[src/rtl/rti_pkg.sv]
// Shared RTI sequencer definitions: state encoding, datapath control codes and
// counter widths, so the datapath decoder and the sequencer agree on values.
package rti_pkg;

  typedef enum logic [2:0] {
    ST_IDLE      = 3'd0,
    ST_STALL     = 3'd1,
    ST_POP_FLAGS = 3'd2,
    ST_POP_PC_H  = 3'd3,
    ST_POP_PC_L  = 3'd4,
    ST_FLUSH     = 3'd5
  } rti_state_t;

  localparam logic [3:0] OUT_IDLE      = 4'b0000;
  localparam logic [3:0] OUT_STALL     = 4'b0001;
  localparam logic [3:0] OUT_POP_FLAGS = 4'b0011;
  localparam logic [3:0] OUT_POP_PC_H  = 4'b0101;
  localparam logic [3:0] OUT_POP_PC_L  = 4'b0111;
  localparam logic [3:0] OUT_FLUSH     = 4'b1000;

  localparam int STALL_CNT_W = 4;
  localparam int WAIT_CNT_W  = 8;

  function automatic logic [3:0] state_out(input rti_state_t s);
    logic [3:0] code;
    code = OUT_IDLE;
    case (s)
      ST_IDLE:      code = OUT_IDLE;
      ST_STALL:     code = OUT_STALL;
      ST_POP_FLAGS: code = OUT_POP_FLAGS;
      ST_POP_PC_H:  code = OUT_POP_PC_H;
      ST_POP_PC_L:  code = OUT_POP_PC_L;
      ST_FLUSH:     code = OUT_FLUSH;
      default:      code = OUT_IDLE;
    endcase
    return code;
  endfunction

endpackage

[src/rtl/rti_if.sv]
// Decode/datapath-side signal bundle of the RTI sequencer.
// slave = sequencer side, master = decode stage / datapath side.
interface rti_if;
  logic       rtiSignal;
  logic       memReady;
  logic [3:0] out;
  logic       busy;
  logic       done;
  logic       err;

  modport master (output rtiSignal, memReady, input out, busy, done, err);
  modport slave  (input rtiSignal, memReady, output out, busy, done, err);
endinterface

[src/rtl/rti_wait_counter.sv]
// Loadable down-counter with terminal-count flag; shared by the stall phase
// and the per-pop memory timeout.
module rti_wait_counter #(
  parameter int WIDTH = 8
) (
  input  logic             clk,
  input  logic             rst,
  input  logic             i_load,
  input  logic [WIDTH-1:0] i_load_value,
  input  logic             i_enable,
  output logic             o_tc
);
  logic [WIDTH-1:0] r_count;

  always_ff @(posedge clk or posedge rst) begin
    if (rst) begin
      r_count <= '0;
    end else if (i_load) begin
      r_count <= i_load_value;
    end else if (i_enable && (r_count != '0)) begin
      r_count <= r_count - 1'b1;
    end
  end

  assign o_tc = (r_count == '0);
endmodule

[src/rtl/rti_control.sv]
// RTI return sequencer: stall, pop FLAGS/PC_H/PC_L from the stack, flush.
// Optional macro RTI_FLAGS_EN keeps the POP_FLAGS phase; undefined removes it.
module rti_control
  import rti_pkg::*;
#(
  parameter int STALL_CYCLES = 2,
  parameter int MEM_TIMEOUT  = 8
) (
  input  logic clk,
  input  logic rst,
  rti_if.slave bus
);
  localparam logic [STALL_CNT_W-1:0] STALL_LOAD = STALL_CNT_W'(STALL_CYCLES - 1);
  localparam logic [WAIT_CNT_W-1:0]  WAIT_LOAD  = WAIT_CNT_W'(MEM_TIMEOUT - 1);

  rti_state_t r_state;
  rti_state_t w_state_next;
  logic       r_rti_prev;
  logic [3:0] r_out;
  logic       r_done;
  logic       r_err;
  logic       w_rti_edge;
  logic       w_timeout;
  logic       w_in_pop;
  logic       w_stall_load;
  logic       w_stall_en;
  logic       w_stall_tc;
  logic       w_wait_load;
  logic       w_wait_en;
  logic       w_wait_tc;

  // Edge history runs in every state, so edges seen while busy are simply lost.
  assign w_rti_edge = bus.rtiSignal & ~r_rti_prev;
  assign w_in_pop   = r_state inside {ST_POP_FLAGS, ST_POP_PC_H, ST_POP_PC_L};

  always_comb begin
    w_state_next = r_state;
    w_timeout    = 1'b0;
    case (r_state)
      ST_IDLE: begin
        if (w_rti_edge) w_state_next = ST_STALL;
      end
      ST_STALL: begin
`ifdef RTI_FLAGS_EN
        if (w_stall_tc) w_state_next = ST_POP_FLAGS;
`else
        if (w_stall_tc) w_state_next = ST_POP_PC_H;
`endif
      end
`ifdef RTI_FLAGS_EN
      ST_POP_FLAGS: begin
        if (bus.memReady) begin
          w_state_next = ST_POP_PC_H;
        end else if (w_wait_tc) begin
          w_state_next = ST_FLUSH;
          w_timeout    = 1'b1;
        end
      end
`endif
      ST_POP_PC_H: begin
        if (bus.memReady) begin
          w_state_next = ST_POP_PC_L;
        end else if (w_wait_tc) begin
          w_state_next = ST_FLUSH;
          w_timeout    = 1'b1;
        end
      end
      ST_POP_PC_L: begin
        if (bus.memReady) begin
          w_state_next = ST_FLUSH;
        end else if (w_wait_tc) begin
          w_state_next = ST_FLUSH;
          w_timeout    = 1'b1;
        end
      end
      ST_FLUSH: w_state_next = ST_IDLE;
      default:  w_state_next = ST_IDLE;
    endcase
  end

  assign w_stall_load = (r_state == ST_IDLE) && w_rti_edge;
  assign w_stall_en   = (r_state == ST_STALL);
  // Reloading on every state change gives each pop its own full timeout window.
  assign w_wait_load  = (w_state_next != r_state);
  assign w_wait_en    = w_in_pop && !bus.memReady;

  rti_wait_counter #(.WIDTH(STALL_CNT_W)) u_stall_cnt (
    .clk          (clk),
    .rst          (rst),
    .i_load       (w_stall_load),
    .i_load_value (STALL_LOAD),
    .i_enable     (w_stall_en),
    .o_tc         (w_stall_tc)
  );

  rti_wait_counter #(.WIDTH(WAIT_CNT_W)) u_wait_cnt (
    .clk          (clk),
    .rst          (rst),
    .i_load       (w_wait_load),
    .i_load_value (WAIT_LOAD),
    .i_enable     (w_wait_en),
    .o_tc         (w_wait_tc)
  );

  always_ff @(posedge clk or posedge rst) begin
    if (rst) begin
      r_state    <= ST_IDLE;
      r_rti_prev <= 1'b0;
      r_out      <= OUT_IDLE;
      r_done     <= 1'b0;
      r_err      <= 1'b0;
    end else begin
      r_state    <= w_state_next;
      r_rti_prev <= bus.rtiSignal;
      r_out      <= state_out(w_state_next);
      r_done     <= (r_state == ST_FLUSH);
      if (w_timeout) r_err <= 1'b1;
    end
  end

  assign bus.out  = r_out;
  assign bus.busy = (r_state != ST_IDLE);
  assign bus.done = r_done;
  assign bus.err  = r_err;
endmodule

[src/flat_wrapper.sv]
// flat-port wrapper written by rule: the top's interface ports become plain ports
module rti_control_flat import rti_pkg::*;
#(
  parameter int STALL_CYCLES = 2,
  parameter int MEM_TIMEOUT  = 8
)
  (clk, rst, bus_rtiSignal, bus_memReady, bus_out, bus_busy, bus_done, bus_err);
  rti_if bus_i ();
  input  logic clk;
  input  logic rst;
  input wire logic [$bits(bus_i.rtiSignal)-1:0] bus_rtiSignal;
  input wire logic [$bits(bus_i.memReady)-1:0] bus_memReady;
  output wire logic [$bits(bus_i.out)-1:0] bus_out;
  output wire logic [$bits(bus_i.busy)-1:0] bus_busy;
  output wire logic [$bits(bus_i.done)-1:0] bus_done;
  output wire logic [$bits(bus_i.err)-1:0] bus_err;
  assign bus_i.rtiSignal = bus_rtiSignal;
  assign bus_i.memReady = bus_memReady;
  assign bus_out = bus_i.out;
  assign bus_busy = bus_i.busy;
  assign bus_done = bus_i.done;
  assign bus_err = bus_i.err;
  rti_control #(.STALL_CYCLES(STALL_CYCLES), .MEM_TIMEOUT(MEM_TIMEOUT)) u_core (.clk(clk), .rst(rst), .bus(bus_i));
endmodule
[config.mk]
export PLATFORM = sky130hd
export DESIGN_NAME = rti_control_flat
export DESIGN_NICKNAME = d
export VERILOG_FILES = /design/src/rtl/rti_pkg.sv /design/src/rtl/rti_if.sv /design/src/rtl/rti_wait_counter.sv /design/src/rtl/rti_control.sv /design/src/flat_wrapper.sv
export SDC_FILE = /design/constraint.sdc
export NUM_CORES = 1
export LEC_CHECK = 0
export BUFFER_PORTS_ARGS = -buffer_cell sky130_fd_sc_hd__buf_2
export CAP_MARGIN = 20
export CORE_ASPECT_RATIO = 0.5
export CORE_MARGIN = 5
export CORE_UTILIZATION = 35
export DETAILED_ROUTE_END_ITERATION = 6
export SYNTH_ARGS = -nofsm -noshare
export SYNTH_HDL_FRONTEND = slang
export SYNTH_SLANG_ARGS = --single-unit
[constraint.sdc]
create_clock -name clk -period 3.77 [get_ports clk]
set_clock_uncertainty 0.15 [all_clocks]
set_input_delay 0.754 -clock clk [delete_from_list [all_inputs] [get_ports clk]]
set_output_delay 0.754 -clock clk [all_outputs]
set_load 0.02 [all_outputs]
# After elaboration in Yosys (flattened, before gate mapping)
# Index checks and enable logic that the tools add are counted.
# totals
reg_bits	22
latch_bits	0
mem_bits_rw	0
rom_bits	0
input_bits	4
out_inout_bits	7
elab_cells	51
mem_count	0
# classes
n_addsub	2
n_mul	0
div	0
n_lt_le_gt_ge	0
eq_ne	11
shift	0
n_mux	14
bitwise_logic	2
reduce_logical	15
# ops
op	n
4-bit one-hot mux with 5 select lines	1
8-bit 2-to-1 mux	2
3-bit 2-to-1 mux	5
3-bit by 2-bit equality test with 1-bit output, second input constant	4
3-bit equality test, second input constant	4
3-bit one-hot mux with 4 select lines	1
8-bit zero test	1
4-bit 2-to-1 mux	2
8-bit nonzero test	1
8-bit by 1-bit subtractor with 8-bit output, second input constant	1
3-bit by 1-bit equality test with 1-bit output, second input constant	2
3-bit nonzero test	2
1-bit logical AND	4
4-bit zero test	1
2-bit nonzero test	2
4-bit nonzero test	1
4-bit by 1-bit subtractor with 4-bit output, second input constant	1
3-bit zero test	1
1-bit 2-to-1 mux	3
3-bit != test	1
2-bit OR reduction	1
1-bit AND	1
1-bit zero test	1
1-bit inverter	1

# Logic depth before layout (Yosys ltp)
# Gate-level depths: netlist of run 1.
# logic_depth
ltp_word	6
mapped_depth	7
ltp_nobuf	7

# Cells and area by module
# From an unflattened synthesis of run 1, not the netlist that was laid out.
# unflattened
hier_cells	142
hier_area_um2	1317.5
# by_module_without_submodules
mod	n_inst	cells_per_inst	area_per_inst_um2	seq_area_each_um2
rti_control	1	61	560.5	250.2
rti_wait_counter (u_core.u_wait_cnt)	1	53	495.5	200.2
rti_wait_counter (u_core.u_stall_cnt)	1	28	261.5	100.1

# Least setup slack after synthesis of run 1
# No wires, ideal clock.
# synth_path
kind	input to register
start	in bus_memReady
end	reg u_core.u_wait_cnt.r_count[1]
setup_time_ns	0.124
arrival_time_ns	1.869
required_time_ns	3.496
path_slack_ns	1.627
cell_stages	5
n_path_buf	1
path_cell_list	clkbuf_1 > a31o_2 > o2111ai_1 > a32oi_1 > a211o_1
# synth_between
elab_chain_cells	4
word_cells_on_any_way	9
cone_classes	eq/ne (1); mux (4); reduce/logical (4)
# synth_rtl
item	line_no	rtl
from (decl)	flat_wrapper.sv:12	input wire logic [$bits(bus_i.memReady)-1:0] bus_memReady;
3-bit 2-to-1 mux (tied with other cells)	rti_control.sv:69	if (bus.memReady) begin
3-bit one-hot mux with 4 select lines or 1-bit logical AND (tied branches)	rti_control.sv:39, rti_control.sv:85	
3-bit != test or 1-bit logical AND (tied branches)	rti_control.sv:84, rti_wait_counter.sv:20	
8-bit 2-to-1 mux or 2-bit nonzero test (tied branches)	--	
to (signal assigned)	rti_wait_counter.sv:19	r_count <= i_load_value;
to (signal assigned)	rti_wait_counter.sv:21	r_count <= r_count - 1'b1;
to (decl)	rti_wait_counter.sv:13	logic [WIDTH-1:0] r_count;
# Parallel ways exist; a longest one is shown, timed or not.
# A chain may end at the register's enable or synchronous reset.

# Worst setup path after layout of run 1
# layout_path
start	reg u_core.u_wait_cnt.r_count[5]
end	reg u_core.u_wait_cnt.r_count[0]
# layout_between
elab_chain_cells	6
word_cells_on_any_way	10
cone_classes	eq/ne (1); mux (5); reduce/logical (4)
# layout_rtl
item	line_no	rtl
8-bit zero test	rti_wait_counter.sv:25	assign o_tc = (r_count == '0);
3-bit 2-to-1 mux	rti_control.sv:63, rti_control.sv:71	
3-bit 2-to-1 mux (on tied branches)	rti_control.sv:69, rti_control.sv:61	
3-bit one-hot mux with 4 select lines	rti_control.sv:39	case (r_state)
3-bit != test	rti_control.sv:84	assign w_wait_load = (w_state_next != r_state);
8-bit 2-to-1 mux or 2-bit nonzero test (tied branches)	--	
# Parallel ways exist; a longest one is shown, timed or not.

==> key figures, run 1 <==
Logic synthesis
  • Post-synthesis cell area: 0.00112 sq mm
  • Gate Count Post-Synth: 115
  • Synth unique cells: 33
  • Post-Synth Simple-Gate Area: 24.2%
  • Post-Synth Adder-Cell Area: 2.23%
  • Sequential-to-total area share from yosys stat: 49.1%
  • Post-synthesis compound-gate area fraction: 14.2%
  • Ys Warns: 0
  • #FFs+latches synth: 22
  • Combinational family with the most area after synthesis: simple AND/OR/NAND/NOR gates
  • Synth Area in XOR/XNOR: 3.91%
  • Mux contribution to synthesized area: 2.68%
  • Post-Syn Area per Cell: 9.75 sq um
  • Net Count, Synth: 121

Setup path
  • Reg2reg start: u_core.u_wait_cnt.r_count[5]
  • Setup Crit Path Kind: reg -> reg
  • CP max FO: 8
  • CP startpoint kind: register
  • Worst Path Required: 3.82 ns
  • R2R cell count: 5
  • R2R Setup Slk: 1.49 ns
  • Worst r2r dst: u_core.u_wait_cnt.r_count[0]
  • Critical path launch point: u_core.u_wait_cnt.r_count[5]
  • Crit path DAT: 2.33 ns
  • Crit path to: u_core.u_wait_cnt.r_count[0]
  • Crit. End Element: register

Layout
  • # diodes: 0
  • Layout cell share with drive strength beyond 1: 15.0%
  • Nets: 134
  • Multi-input gate area: 529 sq um
  • Cell area after layout: 0.00128 sq mm
  • Fill count: 301
  • Syn-to-layout area delta: 14.6%
  • Sequential cell area: 551 sq um

Clocking
  • Deepest level of the CTS H-tree: 1
  • CTS max path bufs: 2
  • Clock transition at the registers of the reported paths: 0.08 ns
  • Setup bufs post-CTS: 0
  • Root buffer cell: clkbuf_8
  • # resized after CTS: 0
  • CTS buffer count: 3
  • Clk Latency, worst-skew pair: 0.27 ns
  • CTS tree: done
  • Clk sinks: 22
  • CTS Hold Buffers Added: 0

Hold path
  • Hold Crit Class: reg -> reg

Power and ir drop
  • Pleak: 0.607 nW
  • Total power: 966 uW
  • Cell area power density: 752 mW/mm^2
  • VDD IR max: 247 uV

Run
  • Max-cap violations: 0

Place
  • Routability cong.: 0.779
  • Port Buf Inserts: 10
  • Placed Area: 0.00121 sq mm
  • Dpl hpwl: 1520 microns
  • Setup WS pre-CTS: 1.35 ns

Floorplan
  • Die X: 90.0 microns
  • Rows: 14
  • Chip height: 50.0 microns
  • # IOs: 11
  • DIE AREA: 0.00450 sq mm
  • Initial Util: 37.0%
  • Core ar.: 0.00303 sq mm

Routing
  • Post-DRT Antenna Nets: 0
  • DRC Markers: 0
  • Drt wl/cell: 12.5 microns
  • Total wire length: 2080 microns
  • Iteration-0 DRC Markers: 60
  • Vias after detailed routing: 840
  • First-pass DRT Iterations: 4
  • Drt via density: 5.03

Global route
  • Pin count of the biggest net entering global routing: 23
  • Vias in the first global route: 819
  • Initial antenna violation count: 0
  • Grt total ovfl: 0
  • GRT Total Usage: 10.0%
  • First-pass GRT wire length: 3650 microns

STA
  • RSZ-0062 raised after global routing: no
  • Final Critical Period: 2.28 ns
  • Final worst setup slack: 1.49 ns
  • Max-slew headroom: 44.1%
  • Fin crit share: 60.4%
  • Fmax: 0.439 GHz
  • Sum of negative setup slack: 0 ns
  • Final setup viols: 0
  • Worst-Margin Slew: 0.837 ns
  • Pins Over Slew Limit: 0
  • Final hold violations: 0

Outcome
  • Status: finished clean
-- cells by family after synthesis --
logic type / count (synthesis)
adder cells (fa/ha/maj): 2
multiplexers: 3
AND/OR/NAND/NOR: 49
AO/OA/AOI/OAI: 23
buffers and inverters: 11
flip-flops: 22
XOR/XNOR: 5
-- sequential cells by signal, summed over array words and instances (netlist names) --
signal,cells
u_core.bus.out,4
u_core.r_state,3
u_core.bus.err,1
u_core.u_wait_cnt.r_count,8
u_core.u_stall_cnt.r_count,4
u_core.bus.done,1
u_core.r_rti_prev,1
-- synthesized netlist by cell type (all sizes together) --
library cell,n,area (sq um)
clkbuf,2,7.51
a21oi,7,46.3
nand2b,6,37.5
mux2i,3,30.0
nand4b,2,17.5
xor2,4,35.0
o2111ai,1,8.76
a22o,1,8.76
nand2,7,26.3
nor3b,1,7.51
nand4,1,12.5
and2b,1,7.51
or3b,1,11.3
nor3,6,41.3
o21ai,6,30.0
xnor2,1,8.76
o211a,1,10.0
inv,9,33.8
nor2,13,48.8
or3,1,6.26
a31oi,1,6.26
nand3,7,35.0
a32oi,1,8.76
a21o,1,7.51
ha,2,25.0
o31ai,2,15.0
a31o,1,8.76
dfrtp,22,551
nor2b,2,12.5
a211o,1,8.76
or4,1,7.51
-- power by group --
part	total, mW	internal [mW]	switching (mW)
logic	0.394	0.154	0.240
registers	0.353	0.295	0.0581
clock network	0.219	0.142	0.0775
-- stage by stage --
step	util [%]	cells	hold slack [ns]
2_1_floorplan	-	115	0.332
3_3_place_gp	40.0	163	0.304
3_5_place_dp	40.0	163	0.311
4_1_cts	42.4	167	0.329
5_1_grt	42.4	167	0.366
6_report	42.4	167	0.320
-- per-layer routing --
layer,GRT usage [%],routed length (microns)
met3,2.74,47
met1,11.6,1030
met5,0,0
met2,17.8,1010
met4,3.71,0
-- area by class of cell --
type / instances / area share (%)
clock buffer: 3 / 3.21
clock inverter: 1 / 2.34
inverter: 9 / 2.63
multi-input combinational: 82 / 41.2
sequential: 22 / 42.8
tap: 40 / 3.89
timing repair buffer: 10 / 3.89
-- critical path: stages, from the launching register on --
cell and delay, ns:
dfrtp_1 0.42, nor3_1 0.38, a31o_2 0.27, o2111ai_1 0.19, a32oi_1 0.60, nand2b_1 0.20
-- cell usage in the layout, fill, tap and decap left out, types with 4 or more instances in the layout --
| cell type | Yosys | routed |
|---|---|---|
| a21oi_1 | 6 | 6 |
| dfrtp_1 | 22 | 22 |
| nor2_1 | 13 | 13 |
| nor3_1 | 5 | 5 |
| nand3_1 | 7 | 7 |
| nand2_1 | 7 | 7 |
| buf_2 | 0 | 10 |
| o21ai_0 | 6 | 6 |
| inv_1 | 9 | 9 |
| nand2b_1 | 6 | 6 |
| xor2_1 | 4 | 4 |
-- worst min-delay path by stage --
stage | cells past startpoint | start | end
2_1_floorplan | 1 | u_core.u_wait_cnt.r_count[1] | u_core.u_wait_cnt.r_count[1]
3_3_place_gp | 2 | u_core.bus.err | u_core.bus.err
3_5_place_dp | 2 | u_core.bus.err | u_core.bus.err
4_1_cts | 2 | u_core.bus.err | u_core.bus.err
5_1_grt | 2 | u_core.bus.err | u_core.bus.err
6_report | 2 | u_core.bus.err | u_core.bus.err
Note: power is estimated with default switching activity, not from simulation.
==> run 2: changes to the inputs <==
clock period = 2.32 ns   (was 3.77 ns; I/O delays follow)
==> key figures, run 2 (synthesis results as in run 1) <==
Outcome
  • Status: finished clean (unchanged)

Floorplan
  • DIE AREA: 0.00450 sq mm (unchanged)
  • Core ar.: 0.00303 sq mm (unchanged)
  • Initial Util: 37.0% (unchanged)
  • Chip height: 50.0 microns (unchanged)
  • Rows: 14 (unchanged)
  • Die X: 90.0 microns (unchanged)
  • # IOs: 11 (unchanged)

Layout
  • Nets: 139 (was 134)
  • Commonest non-fill, non-tap cell in the layout: dfrtp_1 (unchanged)
  • Fill count: 304 (was 301)
  • Commonest cells after routing, fill and taps aside: 22 x dfrtp_1, 13 x nor2_1, 10 x buf_2 (unchanged)
  • Core Util, Final: 43.1% (was 42.4%)
  • # diodes: 0 (unchanged)
  • Cell area after layout: 0.00131 sq mm (was 0.00128 sq mm)
  • Top reg by flops: u_core.u_wait_cnt.r_count (unchanged)
  • Max reg flops: 8 (unchanged)
  • Layout cell share with drive strength beyond 1: 18.2% (was 15.0%)
  • Syn-to-layout area delta: 16.5% (was 14.6%)

Power and ir drop
  • Total power: 1.55 mW (was 966 uW)
  • Pleak: 0.624 nW (was 0.607 nW)
  • VDD IR max: 345 uV (was 247 uV)
  • Cell area power density: 1190 mW/mm^2 (was 752 mW/mm^2)

Place
  • Placed Area: 0.00125 sq mm (was 0.00121 sq mm)
  • Dpl hpwl: 1630 microns (was 1520 microns)
  • Routability cong.: 0.765 (was 0.779)
  • Port Buf Inserts: 10 (unchanged)

Routing
  • Total wire length: 2180 microns (was 2080 microns)
  • Drt wl/cell: 12.7 microns (was 12.5 microns)
  • Iteration-0 DRC Markers: 54 (was 60)
  • Vias after detailed routing: 861 (was 840)
  • First-pass DRT Iterations: 4 (unchanged)
  • Post-DRT Antenna Nets: 0 (unchanged)
  • Drt via density: 5.01 (was 5.03)
  • DRC Markers: 0 (unchanged)

STA
  • Final Critical Period: 2.09 ns (was 2.28 ns)
  • Sum of negative setup slack: 0 ns (unchanged)
  • Fin crit share: 89.9% (was 60.4%)
  • Pins Over Slew Limit: 0 (unchanged)
  • Final hold violations: 0 (unchanged)
  • Final setup viols: 0 (unchanged)
  • Fmax: 0.479 GHz (was 0.439 GHz)
  • Worst-Margin Slew: 0.405 ns (was 0.837 ns)
  • RSZ-0062 raised after global routing: no (unchanged)
  • Max-slew headroom: 73.0% (was 44.1%)

Clocking
  • # resized after CTS: 0 (unchanged)
  • CTS Hold Buffers Added: 0 (unchanged)
  • Deepest level of the CTS H-tree: 1 (unchanged)
  • CTS tree: done (unchanged)
  • Clock transition at the registers of the reported paths: 0.08 ns (about the same)
  • CTS buffer count: 3 (unchanged)
  • Clk Latency, worst-skew pair: 0.27 ns (about the same)
  • Clk sinks: 22 (unchanged)
  • CTS max path bufs: 2 (unchanged)
  • Root buffer cell: clkbuf_8 (unchanged)
  • Setup bufs post-CTS: 0 (unchanged)

Global route
  • Pin count of the biggest net entering global routing: 23 (unchanged)
  • Vias in the first global route: 896 (was 819)
  • GRT Total Usage: 10.6% (was 10.0%)
  • First-pass GRT wire length: 3890 microns (was 3650 microns)
  • Initial antenna violation count: 0 (unchanged)
  • Grt total ovfl: 0 (unchanged)

Setup path
  • Setup Crit Path Kind: reg -> reg (unchanged)
  • CP startpoint kind: register (unchanged)
  • Worst Path Required: 2.32 ns (was 3.82 ns)
  • Crit path DAT: 2.09 ns (was 2.33 ns)
  • CP max FO: 8 (unchanged)
  • Reg2reg start: u_core.u_wait_cnt.r_count[1] (was u_core.u_wait_cnt.r_count[5])
  • R2R cell count: 7 (was 5)
  • Crit. End Element: register (unchanged)
  • Critical path launch point: u_core.u_wait_cnt.r_count[1] (was u_core.u_wait_cnt.r_count[5])

Hold path
  • Hold Crit Class: in -> async (was reg -> reg)

Run
  • Max-cap violations: 0 (unchanged)
run 2: cell types whose count changed in the layout (fill, tap and decap cells not counted):
cell	delta
buf_4	+5
bufinv_16	-1
clkbuf_8	+1
run 2: final cells by class:
| type | count | area (sq um) | share of cell area (%) |
|---|---|---|---|
| inverter | 9 | 33.8 | 2.59 |
| multi-input combinational | 82 | 529 | 40.5 |
| tap | 40 | 50.0 | 3.83 |
| sequential | 22 | 551 | 42.1 |
| clock buffer | 4 | 55.1 | 4.21 |
| timing repair buffer | 15 | 87.6 | 6.70 |
run 2: stage by stage:
step | worst slack, ns | cells | hold WS (ns)
6_report | 0.234 | 172 | 0.0662
5_1_grt | 0.142 | 172 | 0.0993
4_1_cts | 0.251 | 172 | 0.0815
3_5_place_dp | 0.271 | 168 | 0.319
3_3_place_gp | 0.272 | 168 | 0.301
2_1_floorplan | 0.342 | 115 | 0.303
run 2: final timing paths:
| kind | slack, ns | to |
|---|---|---|
| min | 0.07 | u_core.bus.err |
| max reg2reg | 0.23 | u_core.u_wait_cnt.r_count[1] |
| max in group asynchronous | 1.73 | u_core.bus.out[2] |
| min reg2reg | 0.33 | u_core.bus.err |
| max | 0.23 | u_core.u_wait_cnt.r_count[1] |
| min in group clk | 0.16 | u_core.r_rti_prev |
run 2: routing by layer:
metal / GRT usage (%) / wire length (microns) / up-vias
met2: 18.9 / 1020 / 13
met5: 0 / 0 / -
li1: - / - / 432
met4: 2.97 / 23 / 0
met1: 12.4 / 1050 / 412
met3: 3.19 / 74 / 4
run 2: worst max-delay path: stages, from the launching register on:
cell and delay [ns]:
dfrtp_1 0.38, inv_1 0.06, ha_1 0.25, a31o_2 0.26
o2111ai_1 0.35, a32oi_1 0.12, buf_4 0.18, a211o_1 0.22
run 2: power breakdown:
group / total (mW) / switching [mW] / internal [mW]
Sequential: 0.544 / 0.0639 / 0.480
Clock: 0.276 / 0.124 / 0.151
Combinational: 0.734 / 0.438 / 0.296
Total: 1.55 / 0.626 / 0.927
